<file path="src/rtl/fft_dma_pkg.sv">
// Shared types and helpers for the FFT DMA wrapper: packer state encoding,
// DMA beat size codes and the complex-sample packing function.
package fft_dma_pkg;

  typedef enum logic [2:0] {
    ST_IDLE   = 3'd0,
    ST_CTRL   = 3'd1,
    ST_STREAM = 3'd2,
    ST_DONE   = 3'd3
  } pack_state_e;

  localparam logic [2:0] DMA_SIZE_WORD  = 3'd2;
  localparam logic [2:0] DMA_SIZE_DWORD = 3'd3;

  // Callers zero-extend components to 16 bits, so no sign bits leak into the word.
  function automatic logic [31:0] pack_sample(input logic [15:0] re, input logic [15:0] im);
    return {im, re};
  endfunction

endpackage

</file>
<file path="src/rtl/fft_out_fifo2.sv">
// Two-entry synchronous FIFO for the packer output stage; push and pop may
// occur in the same cycle. The caller never pushes into a full FIFO without popping.
module fft_out_fifo2 #(
  parameter int W = 64
) (
  input  logic         clk,
  input  logic         rst,
  input  logic         push,
  input  logic [W-1:0] push_data,
  input  logic         pop,
  output logic         full,
  output logic         empty,
  output logic [1:0]   count,
  output logic [W-1:0] head
);

  logic [W-1:0] mem [2];
  logic         wr_ptr;
  logic         rd_ptr;

  always_ff @(posedge clk) begin
    if (rst) begin
      mem[0] <= '0;
      mem[1] <= '0;
      wr_ptr <= 1'b0;
      rd_ptr <= 1'b0;
      count  <= 2'd0;
    end else begin
      if (push) begin
        mem[wr_ptr] <= push_data;
        wr_ptr      <= ~wr_ptr;
      end
      if (pop) rd_ptr <= ~rd_ptr;
      count <= count + {1'b0, push} - {1'b0, pop};
    end
  end

  assign full  = (count == 2'd2);
  assign empty = (count == 2'd0);
  assign head  = mem[rd_ptr];

endmodule

</file>
<file path="src/rtl/fft_out_dma_packer.sv">
// Streams the FFT result buffer onto the DMA write channel after one control request.
// Optional FFT_OUT_PACK2_EN packs two samples per 64-bit beat.
//   state  | meaning
//   IDLE   | waiting for start
//   CTRL   | write-control request pending
//   STREAM | reading buffer, emitting beats
//   DONE   | one-cycle completion pulse
module fft_out_dma_packer
  import fft_dma_pkg::*;
#(
  parameter int N_SAMPLES = 64,
  parameter int SAMPLE_W  = 12,
  parameter int DST_INDEX = 0
) (
  input  logic                         clk,
  input  logic                         rst,
  input  logic                         start,
  output logic                         buf_rd_en,
  output logic [$clog2(N_SAMPLES)-1:0] buf_rd_addr,
  input  logic [SAMPLE_W-1:0]          buf_rd_real,
  input  logic [SAMPLE_W-1:0]          buf_rd_imag,
  output logic                         dma_write_ctrl_valid,
  input  logic                         dma_write_ctrl_ready,
  output logic [31:0]                  dma_write_ctrl_data_index,
  output logic [31:0]                  dma_write_ctrl_data_length,
  output logic [2:0]                   dma_write_ctrl_data_size,
  output logic                         dma_write_chnl_valid,
  input  logic                         dma_write_chnl_ready,
  output logic [63:0]                  dma_write_chnl_data,
  output logic                         busy,
  output logic                         done,
  output logic [31:0]                  debug
);

`ifdef FFT_OUT_PACK2_EN
  localparam bit PACK2 = 1'b1;
`else
  localparam bit PACK2 = 1'b0;
`endif

  localparam int AW      = $clog2(N_SAMPLES);
  localparam int CW      = $clog2(N_SAMPLES + 1);
  localparam int N_BEATS = PACK2 ? N_SAMPLES / 2 : N_SAMPLES;

  pack_state_e    state_q, state_d;
  logic [CW-1:0]  rd_cnt;
  logic [CW-1:0]  beat_cnt;
  logic           rd_pend;
  logic           pend_odd;
  logic [31:0]    lo_q;
  logic [31:0]    cur_word;
  logic           rd_left;
  logic           push, pop, last_pop;
  logic [2:0]     occ_next;
  logic [63:0]    push_data;
  logic           fifo_full, fifo_empty;
  logic [1:0]     fifo_count;
  logic [63:0]    fifo_head;

  assign cur_word = pack_sample(16'(buf_rd_real), 16'(buf_rd_imag));
  assign rd_left  = (rd_cnt < CW'(N_SAMPLES));
  assign pop      = !fifo_empty && dma_write_chnl_ready;
  assign push     = rd_pend && (!PACK2 || pend_odd);
  assign last_pop = pop && (beat_cnt == CW'(N_BEATS - 1));
  // Occupancy after this cycle's push/pop; crediting the pop keeps full rate with no bubbles.
  assign occ_next = {1'b0, fifo_count} - {2'b0, pop} + {2'b0, push};

  always_comb begin
    buf_rd_en = 1'b0;
    if (state_q == ST_STREAM && rd_left && !(fifo_full && !pop))
      buf_rd_en = (PACK2 && rd_cnt[0]) || (occ_next < 3'd2);
  end

  assign buf_rd_addr = buf_rd_en ? rd_cnt[AW-1:0] : '0;
  assign push_data   = PACK2 ? {cur_word, lo_q} : {32'd0, cur_word};

  fft_out_fifo2 #(.W(64)) u_fifo (
    .clk       (clk),
    .rst       (rst),
    .push      (push),
    .push_data (push_data),
    .pop       (pop),
    .full      (fifo_full),
    .empty     (fifo_empty),
    .count     (fifo_count),
    .head      (fifo_head)
  );

  always_comb begin
    state_d = state_q;
    case (state_q)
      ST_IDLE:   if (start) state_d = ST_CTRL;
      ST_CTRL:   if (dma_write_ctrl_ready) state_d = ST_STREAM;
      ST_STREAM: if (last_pop) state_d = ST_DONE;
      ST_DONE:   state_d = ST_IDLE;
      default:   state_d = ST_IDLE;
    endcase
  end

  always_ff @(posedge clk) begin
    if (rst) begin
      state_q  <= ST_IDLE;
      rd_cnt   <= '0;
      beat_cnt <= '0;
      rd_pend  <= 1'b0;
      pend_odd <= 1'b0;
      lo_q     <= '0;
    end else begin
      state_q <= state_d;
      if (state_q == ST_IDLE && start) begin
        rd_cnt   <= '0;
        beat_cnt <= '0;
        rd_pend  <= 1'b0;
        pend_odd <= 1'b0;
      end else begin
        rd_pend  <= buf_rd_en;
        pend_odd <= rd_cnt[0];
        if (buf_rd_en) rd_cnt <= rd_cnt + 1'b1;
        if (pop && beat_cnt < CW'(N_BEATS)) beat_cnt <= beat_cnt + 1'b1;
        if (rd_pend && !pend_odd) lo_q <= cur_word;
      end
    end
  end

  assign dma_write_ctrl_valid       = (state_q == ST_CTRL);
  assign dma_write_ctrl_data_index  = dma_write_ctrl_valid ? 32'(DST_INDEX) : 32'd0;
  assign dma_write_ctrl_data_length = dma_write_ctrl_valid ? 32'(N_BEATS) : 32'd0;
  assign dma_write_ctrl_data_size   = !dma_write_ctrl_valid ? 3'd0 :
                                      (PACK2 ? DMA_SIZE_DWORD : DMA_SIZE_WORD);
  assign dma_write_chnl_valid = !fifo_empty;
  assign dma_write_chnl_data  = fifo_head;
  assign busy  = (state_q != ST_IDLE);
  assign done  = (state_q == ST_DONE);
  assign debug = {16'(beat_cnt), 13'd0, state_q};

endmodule
</file>
<file path="config.mk">
export PLATFORM = sky130hd
export DESIGN_NAME = fft_out_dma_packer
export DESIGN_NICKNAME = d
export VERILOG_FILES = /design/src/rtl/fft_dma_pkg.sv /design/src/rtl/fft_out_fifo2.sv /design/src/rtl/fft_out_dma_packer.sv
export SDC_FILE = /design/constraint.sdc
export NUM_CORES = 1
export LEC_CHECK = 0
export CORE_UTILIZATION = 45
export DETAILED_ROUTE_END_ITERATION = 8
export GPL_ROUTABILITY_DRIVEN = 1
export MAX_ROUTING_LAYER = met4
export PLACE_DENSITY = 0.9
export SLEW_MARGIN = 0
export SYNTH_ARGS = -nofsm -noshare
export SYNTH_HDL_FRONTEND = slang
export SYNTH_SLANG_ARGS = --single-unit
</file>
<file path="constraint.sdc">
create_clock -name clk -period 5.9 [get_ports clk]
set_input_delay 0.885 -clock clk [delete_from_list [all_inputs] [get_ports clk]]
set_output_delay 0.885 -clock clk [all_outputs]
set_load 0.03 [all_outputs]
</file>
==> impl_metrics.yaml, run 1 <==
run_status:
  run_status: "complete, no violations"
yosys:
  synth-seq-cells: 70
  yosys.area_share.xor_xnor_pct: 1.46
  postSynthAreaPerCell_um2: 10.6
  synth_compound_area_share_pct: 3.64
  synth.distinct_cells: 37
  ys.flop_type: "edfxtp_1"
  seq_area_frac_synth_pct: 44.9
  synth_edf_count: 48
  synth.area.mux_share_pct: 6.92
  ys_warn_count: 0
  yosys.area_share.simple_pct: 15.0
  synth_adder_area_share_pct: 2.86
  synth_top_family_by_area: "buffers and inverters"
  syn-instance-count: 396
  synth-async-reset-ratio_pct: 0
  syn_area_um2: 4200
route:
  drc: 0
  drt_iter0_markers: 89
  num_vias: 2562
  wl_um: 7420
  viasPerCell: 4.42
  wl_per_cell_um: 12.8
  drtAntennaViolNets: 0
  first_pass_iters: 4
global_routing:
  grt_usage_pct: 15.7
  grt_pass1_vias: 2347
  grt_max_degree: 26
  grt_pass1_wl_um: 11500
  grt_overflow: 0
  antenna_found_initial: 0
die:
  boundaryPins: 203
  core_area_um2: 8890
  dieWidth_um: 98.6
  dieArea_um2: 9710
  initial_core_util_pct: 47.2
  fp-row-count: 34
  dieHeight_um: 98.6
setup_path:
  r2r-start: "u_fifo.count[0]$_SDFF_PP0_"
  slowest_stage: "clkdlybuf4s50_1"
  crit_path_max_incr_delay_ps: 670
  crit_family: "buffers and inverters"
  worstReg2RegEnd: "rd_cnt[2]$_SDFFE_PP0P_"
  path_cells: "clkdlybuf4s50_1, nand3_1, o21ai_0, ha_1, fa_1, nand2b_1, o21ai_0, and3_1, clkdlybuf4s50_1"
  critPathArrivalTime_ps: 3830
  critical_path_class: "in2out"
  r2r_setup_slack_ps: 3380
  cp_max_fo: 7
  cp_data_required_time_ps: 5020
  end_kind: "output port"
  r2r_cells: 8
  crit_buf_inv: 2
  critPathLaunchType: "primary input"
worst_hold_path:
  hold_end: "u_fifo.rd_ptr$_SDFFE_PP0P_"
  hold_path.class: "reg2reg"
  hold_path_depth: 2
  hold_start: "u_fifo.rd_ptr$_SDFFE_PP0P_"
sta:
  min_period_ps: 4720
  finalSetupViolations: 0
  layout_setup_ws_ps: 1180
  drv_slew: 0
  period_share_pct: 80.0
  hold_viol: 0
  tns_ps: 0
  max_freq_mhz: 212
  clock_skew_ps: 15.8
  grt_setup_unrepaired: "false"
  slew_headroom_pct: 22.5
  worstMarginPinSlew_ps: 1160
layout:
  layout-drive-gt1-share_pct: 9.53
  post-route-util_pct: 53.6
  n_antenna_cell: 0
  fin_cells: 580
  nNetsFinal: 505
  area_growth_pct: 13.5
clock_tree:
  cts_max_path_buffers: 2
  root_buffer: "clkbuf_8"
  cts_sinks: 70
  h-tree-depth: 3
  cts_hold_buf: 0
  numCtsBuffers: 9
  cts_resized: 0
  clk_pin_slew_ps: 80
  tritoncts: "done"
  post-cts-setup-buffers: 0
  clk_latency_ps: 340
power_and_ir_drop:
  peakVddDrop_mv: 0.106
  power_density_nw_per_um2: 308
  p_int_mw: 0.950
  comb_power_share_pct: 30.9
  switching_power_mw: 0.517
  p_sw_share_pct: 35.2
  fin_total_pwr_mw: 1.47
  p_leak_nw: 1.99
  pwr-share-seq_pct: 40.1
  clkPwrFrac_pct: 29.0
placement:
  dp_cells: 564
  dp_slack_ps: 1210
  gpl.final_weighted_congestion: 0.798
  io_buffers: 74
  place_hpwl_um: 5250
run:
  drv_cap: 0
## logic make-up (layout without fill, tap and decap cells)
logic type | after synthesis | after routing
compound gates | 24 | 24
other cells | 1 | 128
fa+ha+maj | 9 | 9
buf+inv | 151 | 100
mux | 26 | 26
flops | 70 | 70
xor+xnor | 7 | 7
simple gates | 108 | 108
## through the flow
stage	hold slack, ps	area (um^2)
final	518	4760
after global routing	579	4760
after CTS	524	4760
after detailed placement	506	4540
after global placement	492	4540
after floorplan	472	4670
## cell type report
cell class,count,area [um^2]
inverters,9,33.8
flip-flops and latches,70,1880
multi-input cells,302,1740
fillers,773,4130
clock buffers,9,124
repair buffers,75,748
well taps,108,135
clock inverters,7,96.3
## Yosys cell counts, types with 3 or more instances
cell      instances  share of area [%]
dfxtp_1          22                 10
nand2b_1          8                1.2
a21oi_1           6               0.72
inv_1             9               0.81
buf_4           130                 23
and3_1            6               0.89
mux2_2           24                6.4
and2_1           48                7.2
o21a_1            4               0.72
nand2_1           5               0.45
clkbuf_1         11               0.98
or3_1             3               0.45
nor2_1           14                1.3
edfxtp_1         48                 34
nand3_1           6               0.72
o21ai_0           7               0.83
nor4_1            4               0.60
nor3_1            3               0.36
nor3b_1           3               0.54
ha_1              8                2.4
xnor2_1           6                1.3
## worst max-delay path by stage
stage	start	endpoint	slack [ps]	cells after the start
6_report	dma_write_chnl_ready	buf_rd_addr[5]	1180	9
5_1_grt	dma_write_chnl_ready	buf_rd_addr[0]	1060	9
4_1_cts	dma_write_chnl_ready	buf_rd_addr[5]	1200	9
3_5_place_dp	dma_write_chnl_ready	buf_rd_addr[5]	1210	9
3_3_place_gp	dma_write_chnl_ready	buf_rd_addr[5]	1270	9
2_1_floorplan	dma_write_chnl_ready	buf_rd_en	2400	7
## worst min-delay path, stage by stage, from the launching register on
cell and delay, ps:
dfxtp_1 330, xor2_1 80, nor2_1 70
## sequential cells by signal, summed over array words and instances (netlist names), named ones only
name / cells
u_fifo.mem: 48
u_fifo.wr_ptr: 1
u_fifo.rd_ptr: 1
push: 1
rd_cnt: 7
u_fifo.count: 2
beat_cnt: 7
state_q: 2
## power by group through the flow
stage	Clock (mW)	Sequential [mW]	Combinational, mW
2_1_floorplan	0	0.601	0.386
3_3_place_gp	0	0.596	0.445
3_5_place_dp	0	0.600	0.451
4_1_cts	0.435	0.589	0.453
5_1_grt	0.462	0.593	0.481
6_report	0.426	0.588	0.453
## routing by layer
layer,vias to the layer above,part of all wire (%),track usage (%)
li1,1209,-,-
met1,1230,40,17.7
met5,-,0,-
met3,4,7.2,5.60
met4,0,0.42,4.02
met2,119,52,26.7
## cell usage in the layout, fill, tap and decap left out, types with 6 or more instances in the layout
cell	count
o21ai_0	7
dfxtp_1	22
clkdlybuf4s50_1	74
and3_1	6
ha_1	8
nand3_1	6
clkbuf_8	9
nand2b_1	8
edfxtp_1	48
mux2_2	24
a21oi_1	6
xnor2_1	6
conb_1	128
and2_1	48
inv_1	9
nor2_1	14
No activity file was read; power rests on OpenSTA's default activity.
==> run 2, diff against run 1 <==
- CORE_UTILIZATION: 45 -> 37
- PLACE_DENSITY: 0.9 -> 0.79
- clock period: 5.9 -> 4.23 ns (I/O delays scaled with it)
==> run 2 against run 1 <==
  * First-iteration DRC count fell by 20%
  * Power rose by 48%
  * Critical path depth fell by 1
  * Via count fell by 0.12%
  * Global-route usage fell by 2.7 points
  * Non-clock buffer count rose by 3
  * Sequential cell count did not move
  * Count of clock-buffer cells in the layout rose by 1
==> impl_metrics.yaml, run 2 (synthesis gave the netlist of run 1 again) <==
die:
  boundaryPins: 203
  dieWidth_um: 108
  dieHeight_um: 108
  core_area_um2: 10900
  dieArea_um2: 11800
  initial_core_util_pct: 38.4
  fp-row-count: 38
layout:
  num-fill-cells: 1049
  largest_register_ffs: 48
  multi_input_area_um2: 1740
  n_antenna_cell: 0
  layout-drive-gt1-share_pct: 9.70
  final_common_cell: "conb_1"
  seq_area_um2: 1880
  nNetsFinal: 508
  area_growth_pct: 16.5
  design_area_um2: 4890
  reg.largest.list: "u_fifo.mem x48, beat_cnt x7, rd_cnt x7"
  mostFrequentLayoutCells: "conb_1 (128), clkdlybuf4s50_1 (74), and2_1 (48), edfxtp_1 (48), mux2_2 (24)"
  top_register: "u_fifo.mem"
setup_path:
  critical_path_class: "in2out"
  cp_data_required_time_ps: 3600
  slowest_stage: "clkdlybuf4s50_1"
  path_common_cell: "clkdlybuf4s50_1"
  critPathLaunchType: "primary input"
  crit_path_end: "buf_rd_en"
  end_kind: "output port"
  critPathArrivalTime_ps: 3350
  worstReg2RegEnd: "rd_cnt[2]$_SDFFE_PP0P_"
  cp-startpoint: "dma_write_chnl_ready"
  path_cells: "clkdlybuf4s50_1, nand3_1, o21ai_0, ha_1, fa_1, or3_1, nor2_1, clkdlybuf4s50_1"
  crit_buf_inv: 2
  r2r_cells: 9
  r2r-start: "u_fifo.count[0]$_SDFF_PP0_"
  crit_path_max_incr_delay_ps: 680
  cp_max_fo: 10
  r2r_setup_slack_ps: 1730
  critical_path_depth: 8
  crit_family: "buffers and inverters"
global_routing:
  grt_busiest_layer: "met2"
  grt_pass1_wl_um: 11400
  met2_usage_pct: 22.2
  antenna_found_initial: 0
  grt_max_degree: 26
  grt_pass1_vias: 2340
  grtUsageMet1_pct: 15.0
  use_met3_pct: 3.38
  grt_overflow: 0
  grt_usage_pct: 13.0
sta:
  hold_viol: 0
  layout_setup_ws_ps: 241
  period_share_pct: 94.3
  min_period_ps: 3990
  slew_headroom_pct: 29.8
  drv_slew: 0
  grt_setup_unrepaired: "false"
  tns_ps: 0
  clock_skew_ps: 4.97
  worstMarginPinSlew_ps: 1050
  finalSetupViolations: 0
  max_freq_mhz: 251
clock_tree:
  cts_resized: 0
  cts_sinks: 70
  h-tree-depth: 3
  root_buffer: "clkbuf_16"
  clk_pin_slew_ps: 50
  clk_latency_ps: 320
  cts_max_path_buffers: 2
  cts_hold_buf: 0
  post-cts-setup-buffers: 0
  numCtsBuffers: 9
  tritoncts: "done"
route:
  drtAntennaViolNets: 0
  viasPerCell: 4.17
  drt_iter0_markers: 71
  wl_per_cell_um: 12.2
  first_pass_iters: 5
  drc: 0
  wl_um: 7500
  num_vias: 2559
placement:
  place_area_um2: 4610
  io_buffers: 74
  dp_slack_ps: 247
  gpl.final_weighted_congestion: 0.852
  place_hpwl_um: 5340
power_and_ir_drop:
  power_density_nw_per_um2: 444
  peakVddDrop_mv: 0.213
  fin_total_pwr_mw: 2.17
  p_leak_nw: 2.04
run:
  drv_cap: 0
worst_hold_path:
  hold_path.class: "reg2reg"
run_status:
  run_status: "complete, no violations"
[run 2: cell count changes in the layout (fill, tap and decap cells not counted)]
cell,previous run,this run
clkbuf_16,0,9
clkbuf_8,9,0
buf_4,1,4
clkinv_2,0,2
inv_6,2,0
bufinv_16,2,1
clkbuf_1,0,1
clkinvlp_4,2,1
[run 2: stage by stage]
| step | hold WS [ps] | util [%] | std cells |
|---|---|---|---|
| 6_report | 504 | 44.7 | 614 |
| 3_5_place_dp | 498 | 42.1 | 599 |
| 3_3_place_gp | 492 | 42.1 | 599 |
| 5_1_grt | 532 | 44.7 | 614 |
| 2_1_floorplan | 472 | - | 523 |
| 4_1_cts | 513 | 44.7 | 614 |
[run 2: worst min path at each step]
stage                          startpoint                          to  slack [ps]  cells past startpoint
5_1_grt        u_fifo.rd_ptr$_SDFFE_PP0P_                   flip-flop         530                      2
3_5_place_dp   u_fifo.rd_ptr$_SDFFE_PP0P_  u_fifo.rd_ptr$_SDFFE_PP0P_         500                      2
6_report       u_fifo.rd_ptr$_SDFFE_PP0P_  u_fifo.rd_ptr$_SDFFE_PP0P_         500                      2
4_1_cts        u_fifo.rd_ptr$_SDFFE_PP0P_  u_fifo.rd_ptr$_SDFFE_PP0P_         510                      2
2_1_floorplan  u_fifo.rd_ptr$_SDFFE_PP0P_                   flip-flop         470                      2
3_3_place_gp   u_fifo.rd_ptr$_SDFFE_PP0P_  u_fifo.rd_ptr$_SDFFE_PP0P_         490                      2
[run 2: area by class of cell]
class / count / area share, %
Clock inverter: 5 / 1.05
Clock buffer: 10 / 4.69
Inverter: 9 / 0.691
Multi-Input combinational cell: 302 / 35.7
Timing Repair Buffer: 78 / 15.8
Sequential cell: 70 / 38.5
Tap cell: 140 / 3.59
[run 2: routing by layer]
metal / up-vias / share of wire (%)
li1: 1215 / -
met1: 1212 / 41
met2: 126 / 50
met3: 6 / 7.5
met4: 0 / 0.68
met5: - / 0
[run 2: power breakdown]
| part | switching (mW) | internal, mW |
|---|---|---|
| clock | 0.260 | 0.448 |
| combinational | 0.433 | 0.209 |
| sequential | 0.0306 | 0.786 |
[run 2: worst reg2reg max path, stage by stage (launching register included)]
cell and delay, ps:
dfxtp_1 360, inv_1 80, nand3_1 110, o21ai_0 110, ha_1 200, fa_1 390
nand2b_1 180, o21a_1 320, or4_1 520, a21oi_1 150
